<file path="src/rtl/snake_dir_ctrl.sv">
// snake_dir_ctrl: turns debounced button presses into a 2-deep queue of
// direction changes and applies one queued change per game tick.
// Build option: define REVERSE_BLOCK_EN to discard presses that would
// reverse the snake onto itself. When it is undefined, no reverse-detect
// logic is built.
module snake_dir_ctrl #(
  parameter logic [1:0] INIT_DIR = 2'b11
) (
  input  logic       clk,
  input  logic       rst,
  input  logic       btn_up,
  input  logic       btn_down,
  input  logic       btn_left,
  input  logic       btn_right,
  input  logic       tick,
  output logic [1:0] dir,
  output logic       turned,
  output logic [1:0] q_count,
  output logic       drop
);

  localparam int unsigned DIR_W = 2;
  localparam int unsigned BTN_N = 4;

  localparam logic [DIR_W-1:0] DIR_UP    = 2'b00;
  localparam logic [DIR_W-1:0] DIR_DOWN  = 2'b01;
  localparam logic [DIR_W-1:0] DIR_LEFT  = 2'b10;
  localparam logic [DIR_W-1:0] DIR_RIGHT = 2'b11;

  // Button levels, packed as {up, down, left, right}.
  logic [BTN_N-1:0] lvl;
  logic [BTN_N-1:0] prev;
  logic [BTN_N-1:0] ev;

  // Queue storage: fifo0 is the head, fifo1 is the second entry.
  logic [DIR_W-1:0] fifo0;
  logic [DIR_W-1:0] fifo1;

  logic             ev_valid;
  logic [DIR_W-1:0] cand;
  logic [DIR_W-1:0] ref_dir;
  logic             accept;
  logic             pop;

  logic [DIR_W-1:0] dir_n;
  logic [DIR_W-1:0] fifo0_n;
  logic [DIR_W-1:0] fifo1_n;
  logic [1:0]       q_count_n;
  logic             turned_n;
  logic             drop_n;

  assign lvl = {btn_up, btn_down, btn_left, btn_right};
  assign ev  = lvl & ~prev;

  // Edge-detect, arbitrate, filter, and compute the next queue and direction state.
  always_comb begin
    ev_valid  = |ev;
    cand      = DIR_RIGHT;
    ref_dir   = dir;
    accept    = 1'b0;
    pop       = 1'b0;
    dir_n     = dir;
    fifo0_n   = fifo0;
    fifo1_n   = fifo1;
    q_count_n = q_count;
    turned_n  = 1'b0;
    drop_n    = 1'b0;

    // When several buttons rise together, up wins, then down, then left.
    if (ev[3])      cand = DIR_UP;
    else if (ev[2]) cand = DIR_DOWN;
    else if (ev[1]) cand = DIR_LEFT;
    else            cand = DIR_RIGHT;

    // Compare a new press against the newest pending direction, not the current one.
    case (q_count)
      2'd1:    ref_dir = fifo0;
      2'd2:    ref_dir = fifo1;
      default: ref_dir = dir;
    endcase

`ifdef REVERSE_BLOCK_EN
    accept = ev_valid && (cand != ref_dir) &&
             (cand != {ref_dir[1], ~ref_dir[0]});
`else
    accept = ev_valid && (cand != ref_dir);
`endif

    pop = tick && (q_count != 2'd0);

    if (pop) begin
      dir_n    = fifo0;
      turned_n = 1'b1;
      fifo0_n  = fifo1;
      fifo1_n  = 2'b00;
      if (accept) begin
        // A push in the same cycle as a pop keeps the queue depth, so a full queue cannot drop.
        if (q_count == 2'd1) fifo0_n = cand;
        else                 fifo1_n = cand;
      end else begin
        q_count_n = 2'(q_count - 2'd1);
      end
    end else if (accept) begin
      case (q_count)
        2'd0: begin
          fifo0_n   = cand;
          q_count_n = 2'd1;
        end
        2'd1: begin
          fifo1_n   = cand;
          q_count_n = 2'd2;
        end
        default: drop_n = 1'b1;
      endcase
    end
  end

  // Register all state. Reset sets the previous-level bits to 1 so that buttons held through reset stay silent.
  always_ff @(posedge clk) begin
    if (rst) begin
      prev    <= {BTN_N{1'b1}};
      dir     <= INIT_DIR;
      fifo0   <= 2'b00;
      fifo1   <= 2'b00;
      q_count <= 2'd0;
      turned  <= 1'b0;
      drop    <= 1'b0;
    end else begin
      prev    <= lvl;
      dir     <= dir_n;
      fifo0   <= fifo0_n;
      fifo1   <= fifo1_n;
      q_count <= q_count_n;
      turned  <= turned_n;
      drop    <= drop_n;
    end
  end

endmodule

</file>
<file path="config.mk">
export PLATFORM = sky130hd
export DESIGN_NAME = snake_dir_ctrl
export DESIGN_NICKNAME = d
export VERILOG_FILES = /design/src/rtl/snake_dir_ctrl.sv
export SDC_FILE = /design/constraint.sdc
export NUM_CORES = 1
export LEC_CHECK = 0
export CAP_MARGIN = 30
export CORE_MARGIN = 1
export CORE_UTILIZATION = 50
export CTS_CLUSTER_SIZE = 8
export DETAILED_ROUTE_END_ITERATION = 16
export PLACE_DENSITY = 0.75
export SLEW_MARGIN = 20
export SYNTH_ARGS = -nofsm -noshare
export SYNTH_HDL_FRONTEND = slang
export SYNTH_SLANG_ARGS = --single-unit
</file>
<file path="constraint.sdc">
create_clock -name clk -period 6.1 [get_ports clk]
set_input_delay 1.525 -clock clk [delete_from_list [all_inputs] [get_ports clk]]
set_output_delay 1.525 -clock clk [all_outputs]
set_load 0.02 [all_outputs]
</file>
==> metrics.md <==
| Metric | Value |
|---|---|
| Most frequent cells in the layout | `dfxtp_1, nand2_1, clkdlybuf4s50_1` |
| Met2 Usage GRT | `32.73%` |
| Post-Syn Area | `843.3 um2` |
| Yosys reg bits | `14` |
| Final hold violations | `0` |
| Crit path launch type | `input port` |
| Clk slew on worst S/H paths | `80 ps` |
| Seq pwr share | `34.8%` |
| Total die area | `1855 um2` |
| Leak | `0.3833 nW` |
| Floorplan row count | `14` |
| Top Usage Layer GRT | `met2` |
| Psw | `0.1547 mW` |
| Antenna Violating Nets Remaining | `0` |
| Count of cell types in the netlist | `38` |
| Crit-path max cell delay | `480 ps` |
| Iteration count of the initial detailed-routing pass | `6` |
| Yosys warning total | `0` |
| # IOs | `13` |
| First DRT Iteration DRCs | `48` |
| Number of CTS-inserted buffers | `3` |
| Synth top area cells | `dfxtp_1, a21oi_1, nand2_1` |
| Worst Hold Class | `flip-flop to flip-flop` |
| RSZ-0062 raised after global routing | `false` |
| Max Cap Viol | `0` |
| CTS tree | `done` |
| Cell count of the worst hold path | `2` |
| Hpwl dp | `1162 um` |
| GRT overflow | `0` |
| Layout Utilization | `62.34%` |
| Slew @ Worst Pin | `608.8 ps` |
| Core region area | `1541 um2` |
| Avg Vias per Cell | `5.902` |
| Hold Buf Count CTS | `0` |
| Top delay family on crit path | `compound AO/OA/AOI/OAI gates` |
| # resized after CTS | `0` |
| Vias in the first global route | `685` |
| Initial Util | `54.71%` |
| FF-to-FF path depth | `9` |
| Synth top area share | `33.23%` |
| Die height | `43.07 um` |
| Final period util | `57.84%` |
| Final min period | `3528 ps` |
| Area Growth Syn to Fin | `13.95%` |
| CTS H-tree lvls | `1` |
| Remaining DRCs | `0` |
| Placer Congestion | `0.8783` |
| Worst-Skew Late Latency | `280 ps` |
| Antenna diode count | `0` |
| VDD IR-drop max | `183.9 uV` |
| DIE WIDTH | `43.07 um` |
| Power Density | `396.4 nW/um2` |
| Max_slew headroom | `59.27%` |
| Layout cells sized above 1 | `14.95%` |
| CP max FO | `11` |
| Crit path cell chain | `clkdlybuf4s50_1 > nor2b_1 > o21ai_2 > xor2_1 > a22oi_2 > mux2_2 > a222oi_1 > o22a_1` |
| CTS root buf | `clkbuf_4` |
| Sw Share | `40.62%` |
| Worst hold path endpoint | `dir[0]` |
| Clock skew | `5.314 ps` |
| Min-Delay Startpoint | `dir[0]` |
| Power Internal | `0.2262 mW` |
| Global-route wire length before repair | `2884 um` |
| Slew Limit Fails | `0` |
| Syn Nets | `108` |
| F_max | `283.4 MHz` |
| Buf/Inv on CP | `1` |
| Largest net degree at the start of global routing | `18` |
| Post-synth top area cell | `dfxtp_1` |
| Total GRT Usage | `20.65%` |
| Outcome | `completed` |
| CP arrival | `3750 ps` |
| Wire per inst | `13.31 um` |
| Initial antenna violation count | `0` |
| Reg2reg end | `q_count[1]` |
| CTS sink cnt | `14` |
| CP Depth | `8` |
| Post-CTS Setup Repair Bufs | `0` |
| Met1 usage | `24.80%` |
| CP max-delay cell | `clkdlybuf4s50_1` |
| Number of port buffers | `12` |
| Final setup viols | `0` |
| Final nets | `119` |
| Comb pwr share | `51.9%` |
| Clk network pwr share | `13.3%` |
| Worst-case clock buffer depth | `2` |
| Final instance area | `960.9 um2` |
| Sequential-to-total area share from yosys stat | `33.23%` |
| Worst setup EP type | `flip-flop` |
| DR vias | `726` |
| Area post-placement | `938.4 um2` |
| Worst Path Required | `6320 ps` |
| Drt total wl | `1637 um` |
| CP Class | `input port to flip-flop` |
| R2r setup slk | `3350 ps` |
| Setup tns final | `0 ps` |
| Grt met3 use | `6.383%` |
| Most common cell after layout, fill and taps aside | `dfxtp_1` |
| Mapped Cells | `98` |
| Average size of a mapped cell | `8.605 um2` |
| Reg-to-reg critical path startpoint | `q_count[1]` |
[tightest hold or removal path, delay by kind of cell, from the launching register on]
family           cells  cell delay, ps
flip-flops           1             330
AND/OR/NAND/NOR      2             120
[flip-flops by register name, summed over array words and instances (netlist names)]
name / count
q_count: 2
dir: 2
fifo0: 2
fifo1: 2
turned: 1
drop: 1
prev: 4
[area by class of cell]
class / count / area [um2]
Inverter: 6 / 22.52
Multi-Input combinational cell: 72 / 495.5
Timing Repair Buffer: 12 / 120.1
Clock buffer: 3 / 22.52
Sequential cell: 14 / 280.3
Tap cell: 16 / 20.02
Fill cell: 142 / 580.6
[per-stage QoR]
| stage | setup slack (ps) | hold slack [ps] | std cells | power (mW) |
|---|---|---|---|---|
| 6_report | 2572 | 490.2 | 123 | 0.3809 |
| 5_1_grt | 2449 | 544.9 | 123 | 0.4089 |
| 4_1_cts | 2591 | 495.6 | 123 | 0.3816 |
| 3_5_place_dp | 2313 | 484.1 | 120 | 0.3294 |
| 3_3_place_gp | 2413 | 472.2 | 120 | 0.3267 |
| 2_1_floorplan | 3162 | 464.2 | 98 | 0.2919 |
[power groups by stage]
| stage | clock [mW] | sequential (mW) | combinational, mW |
|---|---|---|---|
| final | 0.0507 | 0.133 | 0.198 |
| after global routing | 0.0557 | 0.136 | 0.217 |
| after CTS | 0.0529 | 0.132 | 0.196 |
| after detailed placement | 0 | 0.135 | 0.195 |
| after global placement | 0 | 0.134 | 0.193 |
| after floorplan | 0 | 0.143 | 0.149 |
[worst max-delay path by stage]
stage / to / start / slack [ps]
4_1_cts: q_count[1] / btn_down / 2590
6_report: q_count[1] / btn_down / 2570
5_1_grt: q_count[1] / btn_down / 2450
2_1_floorplan: q_count[1] / btn_down / 3160
3_5_place_dp: q_count[1] / btn_down / 2310
3_3_place_gp: q_count[1] / btn_down / 2410
[logic make-up after synthesis]
kind of cell             after synthesis  synth area share, %
AO/OA/AOI/OAI                         26                24.63
XOR/XNOR                               2                2.078
adder cells (fa/ha/maj)                3                4.452
buffers and inverters                 12                8.011
flip-flops                            14                33.23
multiplexers                           2                4.006
AND/OR/NAND/NOR                       39                23.59
[cells in the mapped netlist]
cell type  instances
o221a_2            2
nand2b_1           3
a21o_1             1
or3_1              1
nor3b_1            1
a222oi_1           1
clkbuf_1           3
a221oi_1           1
a31oi_1            1
dfxtp_1           14
mux2i_4            1
o21a_1             1
buf_6              3
nor3_1             2
xor2_1             1
xnor2_1            1
nor2_2             1
o21ai_2            1
a22oi_2            1
o41ai_1            1
a21boi_0           1
o21ai_0            1
a22o_4             1
nor2_1             8
nor2b_1            2
a22oi_1            2
nand2_1           12
inv_1              6
o22a_1             1
a21oi_1            9
nor4b_1            1
ha_1               3
or2_2              4
nor4_1             1
and2b_1            1
nand3b_1           2
mux2_2             1
o21ai_4            1
[per-layer routing]
| layer | vias to the layer above | wire length [um] |
|---|---|---|
| met1 | 328 | 713 |
| met4 | 0 | 22 |
| met3 | 4 | 138 |
| li1 | 360 | - |
| met2 | 34 | 762 |
| met5 | - | 0 |
Power figures use the tool's default switching activity.
